==> config.mk <==
export PLATFORM = sky130hd
export DESIGN_NAME = mac_vec_ctrl
export DESIGN_NICKNAME = d
export VERILOG_FILES = /design/src/rtl/mac_vec_ctrl_pkg.sv /design/src/rtl/mac_vec_ctrl_mac.sv /design/src/rtl/mac_vec_ctrl.sv
export SDC_FILE = /design/constraint.sdc
export NUM_CORES = 1
export LEC_CHECK = 0
export BUFFER_PORTS_ARGS = -buffer_cell sky130_fd_sc_hd__buf_4
export CORE_MARGIN = 2
export CORE_UTILIZATION = 50
export DETAILED_ROUTE_END_ITERATION = 8
export PLACE_DENSITY_LB_ADDON = 0.25
export SETUP_SLACK_MARGIN = 0.2
export SYNTH_ARGS = -nofsm -noshare
export SYNTH_HDL_FRONTEND = slang
export SYNTH_SLANG_ARGS = --single-unit
==> constraint.sdc <==
create_clock -name clk -period 3.73 [get_ports clk]
set_input_delay 0.746 -clock clk [delete_from_list [all_inputs] [get_ports clk]]
set_output_delay 0.746 -clock clk [all_outputs]
set_load 0.02 [all_outputs]
==> src/rtl/mac_vec_ctrl_pkg.sv <==
// Shared definitions for the dot-product MAC controller: FSM encoding and default widths.
package mac_vec_ctrl_pkg;

  typedef enum logic [1:0] {
    IDLE = 2'd0,
    ACC  = 2'd1,
    HOLD = 2'd2
  } state_t;

  localparam int BW      = 4;
  localparam int PSUM_BW = 16;
  localparam int LEN     = 4;

endpackage

==> src/rtl/mac_vec_ctrl_mac.sv <==
// Combinational MAC: out = a*b + c with unsigned a, signed b, modulo 2^psum_bw.
module mac_vec_ctrl_mac
  import mac_vec_ctrl_pkg::*;
#(
  parameter int bw      = BW,
  parameter int psum_bw = PSUM_BW
) (
  input  logic        [bw-1:0]      a,
  input  logic signed [bw-1:0]      b,
  input  logic signed [psum_bw-1:0] c,
  output logic signed [psum_bw-1:0] out
);

  logic signed [psum_bw-1:0] a_x;
  logic signed [psum_bw-1:0] b_x;
  logic signed [psum_bw-1:0] prod;

  // Widen both operands to psum_bw first; the true product always fits, so
  // the low psum_bw bits of the multiply are already the sign-extended result.
  assign a_x  = {{(psum_bw-bw){1'b0}}, a};
  assign b_x  = {{(psum_bw-bw){b[bw-1]}}, b};
  assign prod = a_x * b_x;
  assign out  = c + prod;

endmodule

==> src/rtl/mac_vec_ctrl.sv <==
// Sequences len (activation, weight) pairs through the MAC on top of an initial
// psum and holds the finished dot product until the consumer takes it.
module mac_vec_ctrl
  import mac_vec_ctrl_pkg::*;
#(
  parameter int bw      = BW,
  parameter int psum_bw = PSUM_BW,
  parameter int len     = LEN
) (
  input  logic               clk,
  input  logic               reset,
  input  logic               in_valid,
  output logic               in_ready,
  input  logic [bw-1:0]      in_a,
  input  logic [bw-1:0]      in_b,
  input  logic [psum_bw-1:0] in_c,
  output logic               out_valid,
  input  logic               out_ready,
  output logic [psum_bw-1:0] out_psum,
  output logic               busy
);

  localparam int CNT_W = $clog2(len + 1);

  state_t                    state;
  state_t                    state_nxt;
  logic signed [psum_bw-1:0] acc;
  logic signed [psum_bw-1:0] mac_c;
  logic signed [psum_bw-1:0] mac_out;
  logic [CNT_W-1:0]          cnt;
  logic                      accept;
  logic                      last;

  assign in_ready = (state != HOLD);
  assign busy     = (state != IDLE);
  assign accept   = in_valid && in_ready;
  assign last     = (state == IDLE) ? (len == 1) : (cnt == CNT_W'(len - 1));
  // The initial psum only enters on the first pair; afterwards the MAC chains on acc.
  assign mac_c    = (state == IDLE) ? signed'(in_c) : acc;

  mac_vec_ctrl_mac #(
    .bw      (bw),
    .psum_bw (psum_bw)
  ) u_mac (
    .a   (in_a),
    .b   (signed'(in_b)),
    .c   (mac_c),
    .out (mac_out)
  );

  always_ff @(posedge clk or posedge reset) begin
    if (reset) state <= IDLE;
    else       state <= state_nxt;
  end

  always_comb begin
    state_nxt = state;
    case (state)
      IDLE:    if (in_valid) state_nxt = last ? HOLD : ACC;
      ACC:     if (in_valid && last) state_nxt = HOLD;
      HOLD:    if (out_ready) state_nxt = IDLE;
      default: state_nxt = IDLE;
    endcase
  end

  // Accumulator, element counter and held result
  always_ff @(posedge clk or posedge reset) begin
    if (reset) begin
      acc       <= '0;
      cnt       <= '0;
      out_valid <= 1'b0;
      out_psum  <= '0;
    end else begin
      if (accept) begin
        acc <= mac_out;
        if (last) begin
          cnt       <= '0;
          out_psum  <= mac_out;
          out_valid <= 1'b1;
        end else begin
          cnt <= (state == IDLE) ? CNT_W'(1) : cnt + CNT_W'(1);
        end
      end else if (state == HOLD && out_ready) begin
        out_valid <= 1'b0;
      end
    end
  end

endmodule

==> flow_summary.yaml, run 1 <==
clock_tree:
  h-tree-depth: 2
  clk_latency_ns: 0.30
  ctsHoldBuffers: 0
  clock-sinks: 38
  cts_buffers: 5
  clkTransAtPathRegs_ns: 0.08
  cts_tree: "done"
  cts-root-buf: "clkbuf_8"
  cts_buffer_depth: 2
logic_synthesis:
  syn_area_per_cell_um2: 9.01
  synthCells: 334
  ys_top_cells_by_area: "dfrtp_1 (32%), ha_1 (13%), nand2_1 (6.6%)"
  ys.warnings.count: 0
  synth_area_um2: 3010
  synth_cell_types: 58
  synth_edf_count: 0
  synthTopCellsByCount: "nand2_1 (53), dfrtp_1 (38), ha_1 (32), inv_1 (25), o21ai_0 (22)"
  ys_seq_area_share_pct: 31.6
  ys.flop_type: "dfrtp_1"
  synth.top_cell.area_share_pct: 31.6
  synth.most_common_cell: "nand2_1"
  synth_nets: 400
  synth-seq-cells: 38
  yosysTopAreaCell: "dfrtp_1"
  async_flop_share_pct: 100
outcome:
  violations: "negative setup slack"
  outcome: "complete, but fails checks"
detailed_routing:
  route.vias.total: 2764
  drc: 0
  routed_wl_mm: 7.61
  wl_per_cell_um: 14.9
  drtIter0Drc: 106
  drtPass1Iterations: 4
  via_per_inst: 5.42
  ant_nets: 0
power_and_ir_drop:
  power_switching_mw: 1.60
  vdd_ir_drop_max_mv: 0.399
  p_leak_nw: 2.11
  pwr-share-clk_pct: 11.3
  p_int_mw: 2.20
  power_density_nw_per_um2: 900
  p_sw_share_pct: 42.1
  seq_power_share_pct: 19.0
  p_total_mw: 3.79
  comb_power_share_pct: 69.7
floorplan:
  die_w_um: 81.6
  core_area_um2: 5850
  rows: 28
  die_h_um: 81.6
  start_util_pct: 51.4
  fp.dieArea_um2: 6650
  pin_count: 47
sta:
  hold_violations: 0
  rsz0062_at_grt: "true"
  period_needed_ns: 4.84
  timing.setup.tns_ns: -18.98
  skew_ns: 0.0136
  fin_ws_ns: -1.11
  worst_pin_slew_ns: 1.04
  clock.fmax_mhz: 207
  finalCritPeriodShare_pct: 130
  slew_headroom_pct: 30.3
  finalSetupViolCount: 24
  slew_violations: 0
  holdWs_ns: 0.482
cells_and_area:
  area_growth_pct: 40.1
  n_antenna_cell: 0
  fin_util_pct: 72.1
  layout.cells.non_filler: 510
  multiInputGateArea_um2: 2110
  stdcell_area_um2: 4220
  fillers: 429
  area.sequential_um2: 951
  nets: 500
  final_layout_size_suffix_gt1_share_pct: 38.4
setup_path:
  cp-start-kind: "input pin"
  worstPathRequired_ns: 3.91
  crit_arrival_ns: 5.02
  cp_max_fo: 3
  critPathCaptureType: "register"
  criticalPathCategory: "in -> reg"
placed_design:
  gp_congestion: 0.832
  placement.cell_area_um2: 3790
  portBuffers: 46
  placedCellCount: 489
  dp_worst_setup_slack_ns: -1.48
  hpwlAfterDp_mm: 5.26
global_route:
  gr-total-overflow: 0
  grt_pass1_wl_mm: 12.0
  antenna_found_initial: 0
  grt_start_max_net_pins: 39
  grt_pass1_vias: 2634
  grtUsageTotal_pct: 23.5
job:
  maxCapViolCount: 0
min_path:
  hold_path.class: "reg -> reg"
==> cells by family (layout without fill, tap and decap cells) <==
kind of cell / after synthesis / in the layout / share of synthesized area, %
AOI/OAI and AO/OA: 72 / 72 / 16.0
muxes: 23 / 23 / 8.19
and+or+nand+nor: 108 / 108 / 16.6
adders and majority gates: 39 / 39 / 17.6
xor gates and xnor gates: 16 / 16 / 4.66
DFF: 38 / 38 / 31.6
buffers and inverters: 38 / 139 / 5.32
==> critical path: stages <==
cell and delay [ns]:
buf_6 0.09, nand2b_4 0.13, fa_1 0.51, fa_1 0.44, fa_1 0.46, inv_1 0.07
ha_2 0.18, inv_2 0.04, fa_2 0.33, inv_1 0.06, a21o_1 0.13, a21oi_2 0.06
xnor2_1 0.12, ha_1 0.32, a21o_1 0.20, o32a_1 0.30, o41ai_2 0.07, a211oi_2 0.16
o211ai_1 0.18, buf_4 0.15, mux2i_1 0.20, nand2_1 0.08
==> registers in the layout, summed over array words and instances (netlist names) <==
| signal | flops |
|---|---|
| cnt | 3 |
| out_valid | 1 |
| state | 2 |
| out_psum | 16 |
| acc | 16 |
==> final timing paths <==
path / from / endpoint / slack (ns) / cells past startpoint
max: in_a[0] / acc[14] / -1.11 / 22
min reg2reg: acc[3] / acc[3] / 0.48 / 2
min: acc[3] / acc[3] / 0.48 / 2
max reg2reg: state[1] / acc[14] / 0.17 / 13
min in group asynchronous: reset / cnt[1] / 0.55 / 3
max in group asynchronous: reset / acc[7] / 2.81 / 3
==> repair_timing <==
action | 4_1_cts | 5_1_grt
setup buffers | 8 | 5
pin swaps | 11 | 10
endpoints found under the setup margin | 24 | 24
gates resized for setup | 24 | 20
==> power by group through the flow <==
stage          logic [mW]  registers [mW]  clock network (mW)
2_1_floorplan        1.29           0.790                   0
3_5_place_dp         2.06           0.720                   0
4_1_cts              2.38           0.715               0.430
3_3_place_gp         2.01           0.716                   0
5_1_grt              2.87           0.746               0.446
6_report             2.64           0.720               0.429
==> layout make-up <==
type                       count  share of cell area (%)
multi-input combinational    258                    49.9
clock buffer                   5                    1.63
inverter                      26                    2.43
timing repair buffer         105                    19.6
tap                           75                    2.23
clock inverter                 3                    1.63
sequential                    38                    22.6
==> layout by cell type (no fill, tap or decap), types with 3 or more instances in the layout <==
master | netlist | layout
buf_4 | 2 | 95
nand2_1 | 53 | 51
dfrtp_1 | 38 | 38
ha_1 | 32 | 30
inv_1 | 25 | 22
nor2_1 | 21 | 18
o21ai_1 | 4 | 16
mux2_2 | 13 | 13
mux2i_1 | 10 | 10
xnor2_1 | 12 | 10
buf_6 | 1 | 10
and2_1 | 8 | 8
a21oi_1 | 12 | 7
o21ai_0 | 22 | 7
and3_1 | 6 | 5
fa_1 | 6 | 5
clkbuf_8 | 0 | 5
a21o_1 | 4 | 4
nand3_1 | 4 | 4
a21oi_2 | 1 | 4
nor2_4 | 1 | 3
inv_2 | 1 | 3
a31oi_1 | 4 | 3
xor2_2 | 0 | 3
==> routing by layer <==
| layer | share of wire [%] | wire length (um) | GRT usage, % | up-vias |
|---|---|---|---|---|
| li1 | - | - | - | 1358 |
| met1 | 43 | 3260 | 27.9 | 1322 |
| met5 | 0 | 0 | 0 | - |
| met2 | 51 | 3880 | 43.9 | 66 |
| met3 | 3.8 | 291 | 2.64 | 18 |
| met4 | 2.3 | 176 | 7.83 | 0 |
Power figures use the tool's default switching activity.
==> run 2: changes to the inputs <==
- ABC_AREA: not set -> 1
==> run 2 against run 1 <==
Effect of this change:
- the run still ends with negative setup slack left
- hold slack better by 0.0019 ns
- first-iteration DRC count up 140%
- sequential power down 1%
- wire length up 16%
- non-clock buffer count unchanged
- utilization rose by 0.72 points
- total power decreased by 0.53%
- largest power group unchanged
- maximum frequency rose by 2.1%
- largest cell class unchanged
- global-route usage is 0.90 points higher
==> flow_summary.yaml, run 2 <==
cells_and_area:
  area_growth_pct: 40.0
  n_antenna_cell: 0
  nets: 579
  final_layout_size_suffix_gt1_share_pct: 38.4
  layout_common_cells: "nand2_1 (122), buf_4 (94), inv_1 (52)"
  reg_top3: "acc: 16 flops, out_psum: 16 flops, cnt: 3 flops"
  stdcell_area_um2: 4340
  final_common_cell: "nand2_1"
floorplan:
  start_util_pct: 52.0
  core_area_um2: 5960
  die_w_um: 82.7
  die_h_um: 82.7
  rows: 28
  pin_count: 47
  fp.dieArea_um2: 6840
setup_path:
  crit_arrival_ns: 4.98
  criticalPathCategory: "in -> reg"
  r2r_start: "state[0]"
  worstPathRequired_ns: 3.97
  cp_max_fo: 3
  timing.rr.end: "out_psum[15]"
  cp-start-kind: "input pin"
  critPathCaptureType: "register"
  rr_worst_depth: 16
  ff2ff_setup_slack_ns: 0.69
global_route:
  gr-total-overflow: 0
  grt_util_met1_pct: 33.3
  grtUsageTotal_pct: 24.4
  grt_start_max_net_pins: 39
  grt_util_met2_pct: 40.1
  antenna_found_initial: 0
  use_met3_pct: 3.37
  grt_pass1_vias: 2787
  grt_pass1_wl_mm: 12.8
  top_usage_layer: "met2"
detailed_routing:
  route.vias.total: 3136
  drtPass1Iterations: 5
  ant_nets: 0
  wl_per_cell_um: 15.0
  via_per_inst: 5.33
  drtIter0Drc: 257
  routed_wl_mm: 8.83
  drc: 0
clock_tree:
  clkTransAtPathRegs_ns: 0.08
  ctsHoldBuffers: 0
  clk_latency_ns: 0.30
  clock-sinks: 38
  cts_buffers: 5
  h-tree-depth: 2
  cts-root-buf: "clkbuf_8"
  cts_tree: "done"
  cts_buffer_depth: 2
sta:
  period_needed_ns: 4.74
  finalCritPeriodShare_pct: 127
  skew_ns: 0.00404
  slew_headroom_pct: 44.3
  fin_ws_ns: -1.01
  rsz0062_at_grt: "true"
  slew_violations: 0
  worst_pin_slew_ns: 0.835
  hold_violations: 0
  finalSetupViolCount: 24
  clock.fmax_mhz: 211
placed_design:
  placement.cell_area_um2: 3890
  portBuffers: 46
  dp_worst_setup_slack_ns: -1.12
  gp_congestion: 0.851
  hpwlAfterDp_mm: 5.61
min_path:
  hold_path.class: "reg -> reg"
  worstHoldStart: "out_psum[11]"
  hold_path_depth: 2
  hold_end: "out_psum[11]"
outcome:
  violations: "negative setup slack"
  outcome: "complete, but fails checks"
power_and_ir_drop:
  power_density_nw_per_um2: 871
  vdd_ir_drop_max_mv: 0.411
  p_leak_nw: 2.36
logic_synthesis:
  synth_compound_area_share_pct: 10.2
  synthTopCellsByCount: "nand2_1 (135), inv_1 (58), dfrtp_1 (38), ha_1 (32), o21ai_0 (28)"
  synth_nets: 474
  synth_xor_area_share_pct: 2.79
  synthAdderAreaFrac_pct: 16.8
  ys_top_cells_by_area: "dfrtp_1 (31%), nand2_1 (16%), ha_1 (13%)"
  async_flop_share_pct: 100
  synth_top_family_by_area: "simple AND/OR/NAND/NOR gates"
  syn_area_per_cell_um2: 7.59
  ys_seq_area_share_pct: 30.7
  synthSimpleGateAreaFrac_pct: 30.9
  synth_edf_count: 0
  synthMuxAreaShare_pct: 0
  synth.most_common_cell: "nand2_1"
  ys.warnings.count: 0
  synth-seq-cells: 38
  synth_cell_types: 41
  synth_area_um2: 3100
  yosysTopAreaCell: "dfrtp_1"
  synthCells: 408
  synth.top_cell.area_share_pct: 30.7
  ys.flop_type: "dfrtp_1"
job:
  maxCapViolCount: 0
-- run 2: per-stage QoR --
step | hold WS, ns | utilization (%) | power (mW) | instances | setup TNS (ns)
finish | 0.484 | 72.8 | 3.77 | 588 | -18.17
global route | 0.515 | 72.8 | 4.02 | 588 | -20.84
CTS | 0.487 | 69.1 | 3.34 | 582 | -13.68
detailed placement | 0.467 | 65.3 | 2.82 | 568 | -22.44
global placement | 0.458 | 65.3 | 2.75 | 568 | -19.53
floorplan | 0.444 | - | 2.09 | 408 | -13.74
-- run 2: power breakdown --
part	internal [mW]	switching [mW]
Sequential	0.606	0.106
Clock	0.128	0.150
Combinational	1.26	1.52
Total	1.99	1.78
-- run 2: worst max-delay path by stage --
stage / from / end / slack (ns) / cells past startpoint
floorplan: in_b[3] / acc[14] / -0.80 / 23
global placement: in_a[0] / out_psum[14] / -0.96 / 23
detailed placement: in_b[3] / acc[14] / -1.12 / 24
CTS: in_a[0] / out_psum[14] / -0.72 / 23
global route: in_a[0] / out_psum[14] / -1.14 / 24
finish: in_a[0] / out_psum[14] / -1.01 / 24
-- run 2: worst max-delay path: stages --
cell	delay [ns]
buf_6	0.09
or2_4	0.24
fa_1	0.47
fa_1	0.53
fa_1	0.44
inv_2	0.09
ha_4	0.14
inv_2	0.04
fa_2	0.41
o21ai_2	0.16
xor2_1	0.09
ha_1	0.40
nand2_2	0.11
inv_2	0.07
nand4_1	0.14
nand2_1	0.11
nand3_2	0.09
nand2_2	0.12
nand3b_4	0.10
nand2_2	0.10
nand2_1	0.07
nand2_2	0.07
nand3_2	0.05
nand2_1	0.09
-- run 2: repair_timing --
| action | CTS | global route |
|---|---|---|
| gates resized for setup | 26 | 42 |
| pin swaps | 7 | 9 |
| cloned | 0 | 0 |
| endpoints found under the setup margin | 26 | 26 |
| hold endpoints to repair | 0 | 0 |
| buffers inserted | 7 | 6 |
-- run 2: layout make-up --
| class | instances | area (um^2) |
|---|---|---|
| Tap cell | 75 | 93.8 |
| Timing Repair Buffer | 105 | 830 |
| Sequential cell | 38 | 951 |
| Inverter | 62 | 233 |
| Clock buffer | 6 | 72.6 |
| Clock inverter | 1 | 7.51 |
| Fill cell | 409 | 1620 |
| Multi-Input combinational cell | 301 | 2150 |
-- run 2: kinds of logic (layout without fill, tap and decap cells) --
family,after synthesis,in the layout
AOI/OAI and AO/OA,54,54
xor gates and xnor gates,9,9
adders and majority gates,38,38
buffers and inverters,69,174
DFF,38,38
and+or+nand+nor,200,200
-- run 2: metal layers --
layer / vias to the layer above / wire length [um]
li1: 1507 / -
met1: 1473 / 3810
met2: 128 / 4330
met3: 28 / 463
met4: 0 / 229
met5: - / 0
